### src/rtl/pc_pkg.sv
// Shared types and constants for the fetch-stage program counter.
package pc_pkg;

  localparam int unsigned ADDR_MODE_WORD = 0;
  localparam int unsigned ADDR_MODE_BYTE = 1;

  // Which source feeds the PC register on the next edge.
  typedef enum logic [2:0] {
    SRC_TRAP,
    SRC_RAS,
    SRC_BRANCH,
    SRC_INC,
    SRC_HOLD
  } pc_src_e;

endpackage

### src/rtl/ras_stack.sv
// Return address stack: circular buffer with a top pointer and an occupancy count.
// A push when full silently overwrites the oldest entry.
module ras_stack #(
  parameter int unsigned XLEN  = 32,
  parameter int unsigned DEPTH = 4
) (
  input  logic            CLK,
  input  logic            rst,
  input  logic            push,
  input  logic            pop,
  input  logic            swap,
  input  logic [XLEN-1:0] din,
  output logic [XLEN-1:0] top,
  output logic            empty,
  output logic            full
);

  localparam int unsigned PW       = $clog2(DEPTH);
  localparam logic [PW:0] FULL_CNT = (PW+1)'(DEPTH);

  logic [XLEN-1:0] mem_q [DEPTH];
  logic [XLEN-1:0] mem_d [DEPTH];
  logic [PW-1:0]   ptr_q, ptr_d;
  logic [PW:0]     cnt_q, cnt_d;

  // Next-state: push advances the pointer, pop retreats it, swap rewrites the top in place.
  always_comb begin
    mem_d = mem_q;
    ptr_d = ptr_q;
    cnt_d = cnt_q;
    if (push) begin
      ptr_d        = ptr_q + PW'(1);
      mem_d[ptr_d] = din;
      if (cnt_q != FULL_CNT) begin
        cnt_d = cnt_q + (PW+1)'(1);
      end
    end else if (pop && (cnt_q != '0)) begin
      ptr_d = ptr_q - PW'(1);
      cnt_d = cnt_q - (PW+1)'(1);
    end else if (swap && (cnt_q != '0)) begin
      mem_d[ptr_q] = din;
    end
  end

  // State registers; reset discards all contents.
  always_ff @(posedge CLK or posedge rst) begin
    if (rst) begin
      ptr_q <= '0;
      cnt_q <= '0;
      for (int i = 0; i < int'(DEPTH); i++) begin
        mem_q[i] <= '0;
      end
    end else begin
      ptr_q <= ptr_d;
      cnt_q <= cnt_d;
      for (int i = 0; i < int'(DEPTH); i++) begin
        mem_q[i] <= mem_d[i];
      end
    end
  end

  assign top   = mem_q[ptr_q];
  assign empty = (cnt_q == '0);
  assign full  = (cnt_q == FULL_CNT);

endmodule

### src/rtl/pc_unit_ras.sv
// Fetch-stage program counter with trap redirect, branch targets and a return address stack.
module pc_unit_ras
  import pc_pkg::*;
#(
  parameter int unsigned     XLEN        = 32,
  parameter int unsigned     ADDR_MODE   = 0,
  parameter int unsigned     INSTR_BYTES = 4,
  parameter logic [XLEN-1:0] RESET_PC    = '0,
  parameter logic [XLEN-1:0] TRAP_VEC    = 32'h0000_0100,
  parameter int unsigned     RAS_DEPTH   = 4
) (
  input  logic            CLK,
  input  logic            rst,
  input  logic            en,
  input  logic            branch_taken,
  input  logic [XLEN-1:0] branch_addr,
  input  logic            call,
  input  logic            ret,
  input  logic            trap,
  output logic [XLEN-1:0] pc_out,
  output logic            ras_empty,
  output logic            ras_full,
  output logic            misalign,
  output logic            ras_underflow
);

  localparam int unsigned     SHIFT = $clog2(INSTR_BYTES);
  localparam logic [XLEN-1:0] INC   = (ADDR_MODE == ADDR_MODE_WORD) ? XLEN'(1)
                                                                    : XLEN'(INSTR_BYTES);

  // Byte address -> pc_out units.
  function automatic logic [XLEN-1:0] conv(input logic [XLEN-1:0] a);
    if (ADDR_MODE == ADDR_MODE_WORD) begin
      return a >> SHIFT;
    end
    return {a[XLEN-1:SHIFT], SHIFT'(0)};
  endfunction

  logic [XLEN-1:0] pc_q, pc_d;
  logic            misalign_q, misalign_d;
  logic            underflow_q, underflow_d;
  logic [XLEN-1:0] pc_inc;
  logic [XLEN-1:0] ras_top;
  logic            ras_push, ras_pop, ras_swap;
  logic            ras_is_empty, ras_is_full;
  pc_src_e         src;

  assign pc_inc = pc_q + INC;

  ras_stack #(
    .XLEN  (XLEN),
    .DEPTH (RAS_DEPTH)
  ) u_ras (
    .CLK   (CLK),
    .rst   (rst),
    .push  (ras_push),
    .pop   (ras_pop),
    .swap  (ras_swap),
    .din   (pc_inc),
    .top   (ras_top),
    .empty (ras_is_empty),
    .full  (ras_is_full)
  );

  // Priority select of the next PC source plus RAS control and flag pulses.
  always_comb begin
    src         = SRC_HOLD;
    ras_push    = 1'b0;
    ras_pop     = 1'b0;
    ras_swap    = 1'b0;
    misalign_d  = 1'b0;
    underflow_d = 1'b0;
    if (trap) begin
      src = SRC_TRAP;
    end else if (en) begin
      if (ret && !ras_is_empty) begin
        src = SRC_RAS;
        // ret+call+branch is a co-routine swap: top is replaced, count unchanged.
        if (call && branch_taken) begin
          ras_swap = 1'b1;
        end else begin
          ras_pop = 1'b1;
        end
      end else if (ret && !(call && branch_taken)) begin
        src         = SRC_INC;
        underflow_d = 1'b1;
      end else if (branch_taken) begin
        // Also covers ret+call+branch on an empty stack: plain call.
        src        = SRC_BRANCH;
        ras_push   = call;
        misalign_d = |branch_addr[SHIFT-1:0];
      end else begin
        src = SRC_INC;
      end
    end

    unique case (src)
      SRC_TRAP:   pc_d = conv(TRAP_VEC);
      SRC_RAS:    pc_d = ras_top;
      SRC_BRANCH: pc_d = conv(branch_addr);
      SRC_INC:    pc_d = pc_inc;
      SRC_HOLD:   pc_d = pc_q;
      default:    pc_d = pc_q;
    endcase
  end

  // PC register and one-cycle flag pulses.
  always_ff @(posedge CLK or posedge rst) begin
    if (rst) begin
      pc_q        <= RESET_PC;
      misalign_q  <= 1'b0;
      underflow_q <= 1'b0;
    end else begin
      pc_q        <= pc_d;
      misalign_q  <= misalign_d;
      underflow_q <= underflow_d;
    end
  end

  assign pc_out        = pc_q;
  assign misalign      = misalign_q;
  assign ras_underflow = underflow_q;
  assign ras_empty     = ras_is_empty;
  assign ras_full      = ras_is_full;

endmodule

### config.mk
export PLATFORM = sky130hd
export DESIGN_NAME = pc_unit_ras
export DESIGN_NICKNAME = d
export VERILOG_FILES = /design/src/rtl/pc_pkg.sv /design/src/rtl/ras_stack.sv /design/src/rtl/pc_unit_ras.sv
export SDC_FILE = /design/constraint.sdc
export NUM_CORES = 1
export LEC_CHECK = 0
export ABC_CLOCK_PERIOD_IN_PS = 5600
export CORE_MARGIN = 5
export CORE_UTILIZATION = 41
export CTS_CLUSTER_DIAMETER = 120
export DETAILED_ROUTE_END_ITERATION = 8
export HOLD_SLACK_MARGIN = 0.12
export PLACE_DENSITY = 0.71
export SYNTH_ARGS = -nofsm -noshare
export SYNTH_HDL_FRONTEND = slang
export SYNTH_SLANG_ARGS = --single-unit
### constraint.sdc
create_clock -name CLK -period 5.6 [get_ports CLK]
set_clock_uncertainty 0.1 [all_clocks]
set_input_delay 0.84 -clock CLK [delete_from_list [all_inputs] [get_ports CLK]]
set_output_delay 0.84 -clock CLK [all_outputs]
set_load 0.05 [all_outputs]
# Yosys cells after proc, flatten, opt, wreduce, memory -nomap -nowiden
# Index checks and enable logic that the tools add are counted.
dict set report classes {
  bitwise_logic 2
  eq_ne 7
  n_mux 47
  reduce_logical 18
  magnitude_cmp 4
  addsub 5
}
# cell count
set ops {}
lappend ops {{$mux 128} 3}
lappend ops {{$bwmux 128} 2}
lappend ops {{$mux 32} 5}
lappend ops {{$demux 32 s2} 2}
lappend ops {{$pmux 32 s4} 1}
lappend ops {{$bmux 32 s2} 1}
lappend ops {{$add 32x1->32 const B} 1}
lappend ops {{$mux 1} 25}
lappend ops {{$mux 3} 5}
lappend ops {{$logic_and 1x1->1} 7}
lappend ops {{$eq 3x2->1 const B} 2}
lappend ops {{$ge 3x3->1 const B} 2}
lappend ops {{$logic_not 3->1} 2}
lappend ops {{$lt 3x1->1 const B} 2}
lappend ops {{$mux 2} 3}
lappend ops {{$not 2->3} 2}
lappend ops {{$reduce_and 2->1} 2}
lappend ops {{$reduce_bool 2->1} 2}
lappend ops {{$reduce_bool 4->1} 1}
lappend ops {{$add 3x1->3 const B} 1}
lappend ops {{$eq 3x1->1 const B} 1}
lappend ops {{$eq 3x3->1 const B} 1}
lappend ops {{$ne 3x3->1 const B} 1}
lappend ops {{$reduce_bool 3->1} 1}
lappend ops {{7 further kinds} 8}
dict set report totals {
  word_cells 92
  regBits 167
}

# Longest topological paths before layout
dict set report logic_depth {
  depth_word 11
  ltp_mapped 10
  depth_no_buf 8
}

# Cells and area by module
# From an unflattened synthesis, not the netlist that was laid out.
dict set report unflattened {
  cells_unflattened 622
  area_unflattened_um2 8644.5
}
# mod cells_per_inst n_inst area_per_inst_um2 seq_area_each_um2
set by_module_without_submodules {}
lappend by_module_without_submodules {ras_stack 364 1 6292.3 3328.2}
lappend by_module_without_submodules {pc_unit_ras 258 1 2352.3 850.8}

# Worst setup path after synthesis
# Ideal clock, no wire load.
dict set report synth_path {
  path_type {reg2out}
  start {register u_ras.cnt_q[0]}
  end {output ras_full}
  n_path_buf 0
  t_arrival_ns 1.642
  setup_slack_ns 3.018
  t_required_ns 4.660
  stages_incl_launch_ff 2
  cell_sequence {dfrtp_1 > nor3b_1}
}
dict set report synth_via {
  elab_chain_cells 1
}
# element line
set synth_rtl {}
lappend synth_rtl {{from (decl)} ras_stack.sv:24} ;# logic [PW:0] cnt_q, cnt_d;
lappend synth_rtl {{from (signal assigned)} ras_stack.sv:55} ;# cnt_q <= cnt_d;
lappend synth_rtl {{$eq 3x3->1} ras_stack.sv:64} ;# assign full = (cnt_q == FULL_CNT);
lappend synth_rtl {{to (decl)} pc_unit_ras.sv:22} ;# output logic ras_full,
# No other way between the ends.

# Worst setup path after layout
dict set report layout_path {
  start {input en}
  end {register u_ras.mem_q[56] (netlist name)}
}
dict set report layout_via {
  elab_chain_cells 5
  word_cells_on_any_way 12
}
# element line
set layout_rtl {}
lappend layout_rtl {{from (decl)} pc_unit_ras.sv:14} ;# input logic en,
lappend layout_rtl {{$mux 1} pc_unit_ras.sv:75} ;# end else if (en) begin
lappend layout_rtl {{$mux 1} pc_unit_ras.sv:73} ;# if (trap) begin
lappend layout_rtl {{$logic_and 1x1->1, on equally long branches} {ras_stack.sv:37, ras_stack.sv:40}}
lappend layout_rtl {{$ne 2x2->1 (no source line) or $reduce_bool 2->1 (tied branches)} -}
lappend layout_rtl {{$reduce_and 2->1 (no source line)} -}
lappend layout_rtl {{to (signal, indexed assignment)} ras_stack.sv:57} ;# mem_q[i] <= mem_d[i];
lappend layout_rtl {{to (decl)} ras_stack.sv:21} ;# logic [XLEN-1:0] mem_q [DEPTH];
# Parallel ways exist; a longest one is shown, timed or not.
# A chain may end at the register's enable or synchronous reset.

==> flow_summary.toml <==
[detailed_routing]
drt_wl_total_um = 22900
drt_iter0_markers = 698
drtAntennaViolNets = 0
dr_total_vias = 6560
drt_pass1_iterations = 5
vias_per_cell = 5.70
wl_per_cell_um = 19.9
post-route-drc-count = 0

[logic_synthesis]
synth_edf_count = 0
syn_area_um2 = 8320
ys_seq_elements = 167
yosysTopAreaCellShare_pct = 50.2
synth_nets = 861
synth_cell_type_count = 61
ys_async_sr_fraction_pct = 100
synth.yosys.seq_area_share_pct = 50.2
synth-warning-count = 0
netlist.top_cell.by_area = "dfrtp_1"
postSynthCellCount = 816
synthFlopType = "dfrtp_1"
avgSynthCellArea_um2 = 10.2
synth.area.top_cells = "dfrtp_1 (50%), a21oi_1 (8.8%), mux4_2 (8.7%)"

[cts]
clk-insertion-delay-late_ps = 440
root_buffer = "clkbuf_16"
cts_buffers = 17
clockBufferDepth = 2
clk_pin_slew_ps = 60
hold_buffers = 0
clock_sinks = 167
post_cts_resized = 0
post-cts-setup-buffers = 0
tritoncts = "done"
cts_max_level = 4

[worst_hold_path]
hold_path_depth = 1
min_path_type = "flip-flop to flip-flop"
hold_start = "u_ras.mem_q[97]$_DFFE_PP0P_"

[layout]
syn2layout_area_growth_pct = 19.0
mostFrequentLayoutCells = "dfrtp_1 (166), a21oi_1 (147), nor2_1 (145)"
final_nets = 912
layout_commonest_cell = "dfrtp_1"
drive_gt1_share_pct = 11.8
diodes = 0

[worst_setup_path]
cpMostUsedCell = "buf_4"
crit_start = "en"
critPathRequiredTime_ps = 5850
r2r_cells = 6
arrival_ps = 3590
cp_slowest_cell = "a21oi_4"
critPathKind = "input pin to flip-flop"
cp_max_fo = 43
endpoint_kind = "flip-flop"
r2r-start = "pc_out[0]$_DFFE_PP0P_"
startpoint_type = "input pin"
path_cells = "buf_2 -> buf_4 -> nor2b_1 -> buf_4 -> nand3_1 -> a21oi_4 -> buf_4 -> nor2_1 -> a21oi_1"
slowest_delay_ps = 900

[power]
ir_worst_vdd_uv = 211
finalPower_uw = 4950
powerDensity_nw_per_um2 = 500
p_leak_uw = 0.00410

[floorplan]
die_w_um = 152
start_util_pct = 41.4
fp.dieH_um = 152
coreArea_um2 = 20100
pin_count = 75
row_count = 52
die_area_um2 = 23200

[timing]
rsz0062_at_grt = "no"
slew_viol_final = 0
setup_viol = 0
max-slew-margin-rel_pct = 31.1
final.min_clock_period_ps = 3340
final_hold_viol_count = 0
worst_slew_pin_slew_ps = 1030
finalCritPeriodShare_pct = 59.6
finalSetupTns_ps = 0
max_freq_ghz = 0.300

[placement]
gp_congestion = 0.818
io_buffers = 74
dp_hpwl_um = 14700

[grt]
grt_start_max_net_pins = 104
gr-usage-all-layers_pct = 19.6
grt_pass1_vias = 6535
grt_pass1_wl_um = 36300
gr-total-overflow = 0
grt_antenna_before_repair = 0

[run_status]
status = "complete, no violations"

[run]
cap_violations = 0
## cells by family (layout without fill, tap and decap cells)
family / Yosys count / in the layout / synth area share, %
compound gates: 222 / 222 / 15.8
mux: 38 / 38 / 9.44
simple gates: 280 / 280 / 16.3
buf+inv: 70 / 134 / 3.83
fa+ha+maj: 6 / 6 / 0.992
xor+xnor: 33 / 33 / 3.47
flops: 167 / 167 / 50.2
## cell usage after synthesis, types with 11 or more instances
cell type / count
dfrtp_1: 167
a21oi_1: 147
nor2_1: 145
nand2_1: 43
buf_2: 39
mux4_2: 32
nand3_1: 21
xor2_1: 17
nor2b_1: 16
xnor2_1: 16
clkbuf_1: 15
o21ai_0: 12
inv_1: 11
nand4_1: 11
nor3_1: 11
## cell type report
| cell class | instances | area, um2 |
|---|---|---|
| Multi-Input combinational cell | 579 | 3850 |
| Clock buffer | 20 | 457 |
| Sequential cell | 167 | 4180 |
| Fill cell | 1790 | 10200 |
| Inverter | 11 | 46.3 |
| Tap cell | 270 | 338 |
| Clock inverter | 12 | 150 |
| Timing Repair Buffer | 91 | 876 |
## registers in the layout (all words and copies together) (netlist names)
signal / cells
u_ras.cnt_q: 3
misalign: 1
u_ras.mem_q: 128
pc_out: 32
ras_underflow: 1
u_ras.ptr_q: 2
## critical path, delay by kind of cell
| family | cells | cell delay [ps] |
|---|---|---|
| simple gates | 3 | 620 |
| compound gates | 2 | 1030 |
| buf+inv | 4 | 1060 |
## metrics by stage
stage / setup WS, ps / utilization [%] / hold WS (ps) / cell area (um2) / cells
after global routing: 2100 / 49.3 / 425 / 9900 / 1150
after global placement: 1960 / 46.2 / 386 / 9300 / 1118
after CTS: 2320 / 49.3 / 409 / 9900 / 1150
after detailed placement: 1890 / 46.2 / 395 / 9300 / 1118
final: 2260 / 49.3 / 406 / 9900 / 1150
after floorplan: 142 / - / 375 / 8320 / 816
## per-layer routing
layer	global-route usage, %	vias up	share of wire [%]
li1	-	3003	-
met3	4.29	45	6.1
met4	8.36	0	3.0
met2	31.6	247	48
met5	0	-	0
met1	25.8	3265	42
## final timing paths
path,end,slack (ps)
min in group asynchronous,u_ras.mem_q[2]$_DFFE_PP0P_,870
worst max register to register,pc_out[22]$_DFFE_PP0P_,2650
worst max-delay path,u_ras.mem_q[56]$_DFFE_PP0P_,2260
worst min-delay path,u_ras.mem_q[97]$_DFFE_PP0P_,410
max in group asynchronous,u_ras.mem_q[74]$_DFFE_PP0P_,3490
worst min register to register,u_ras.mem_q[97]$_DFFE_PP0P_,410
## power breakdown
part / internal (uW) / total (uW) / leakage (uW) / switching [uW]
Sequential: 1690 / 2030 / 0.00210 / 348
Combinational: 801 / 1700 / 0.00171 / 903
Clock: 724 / 1220 / 0.000292 / 492
Power figures use the tool's default switching activity.
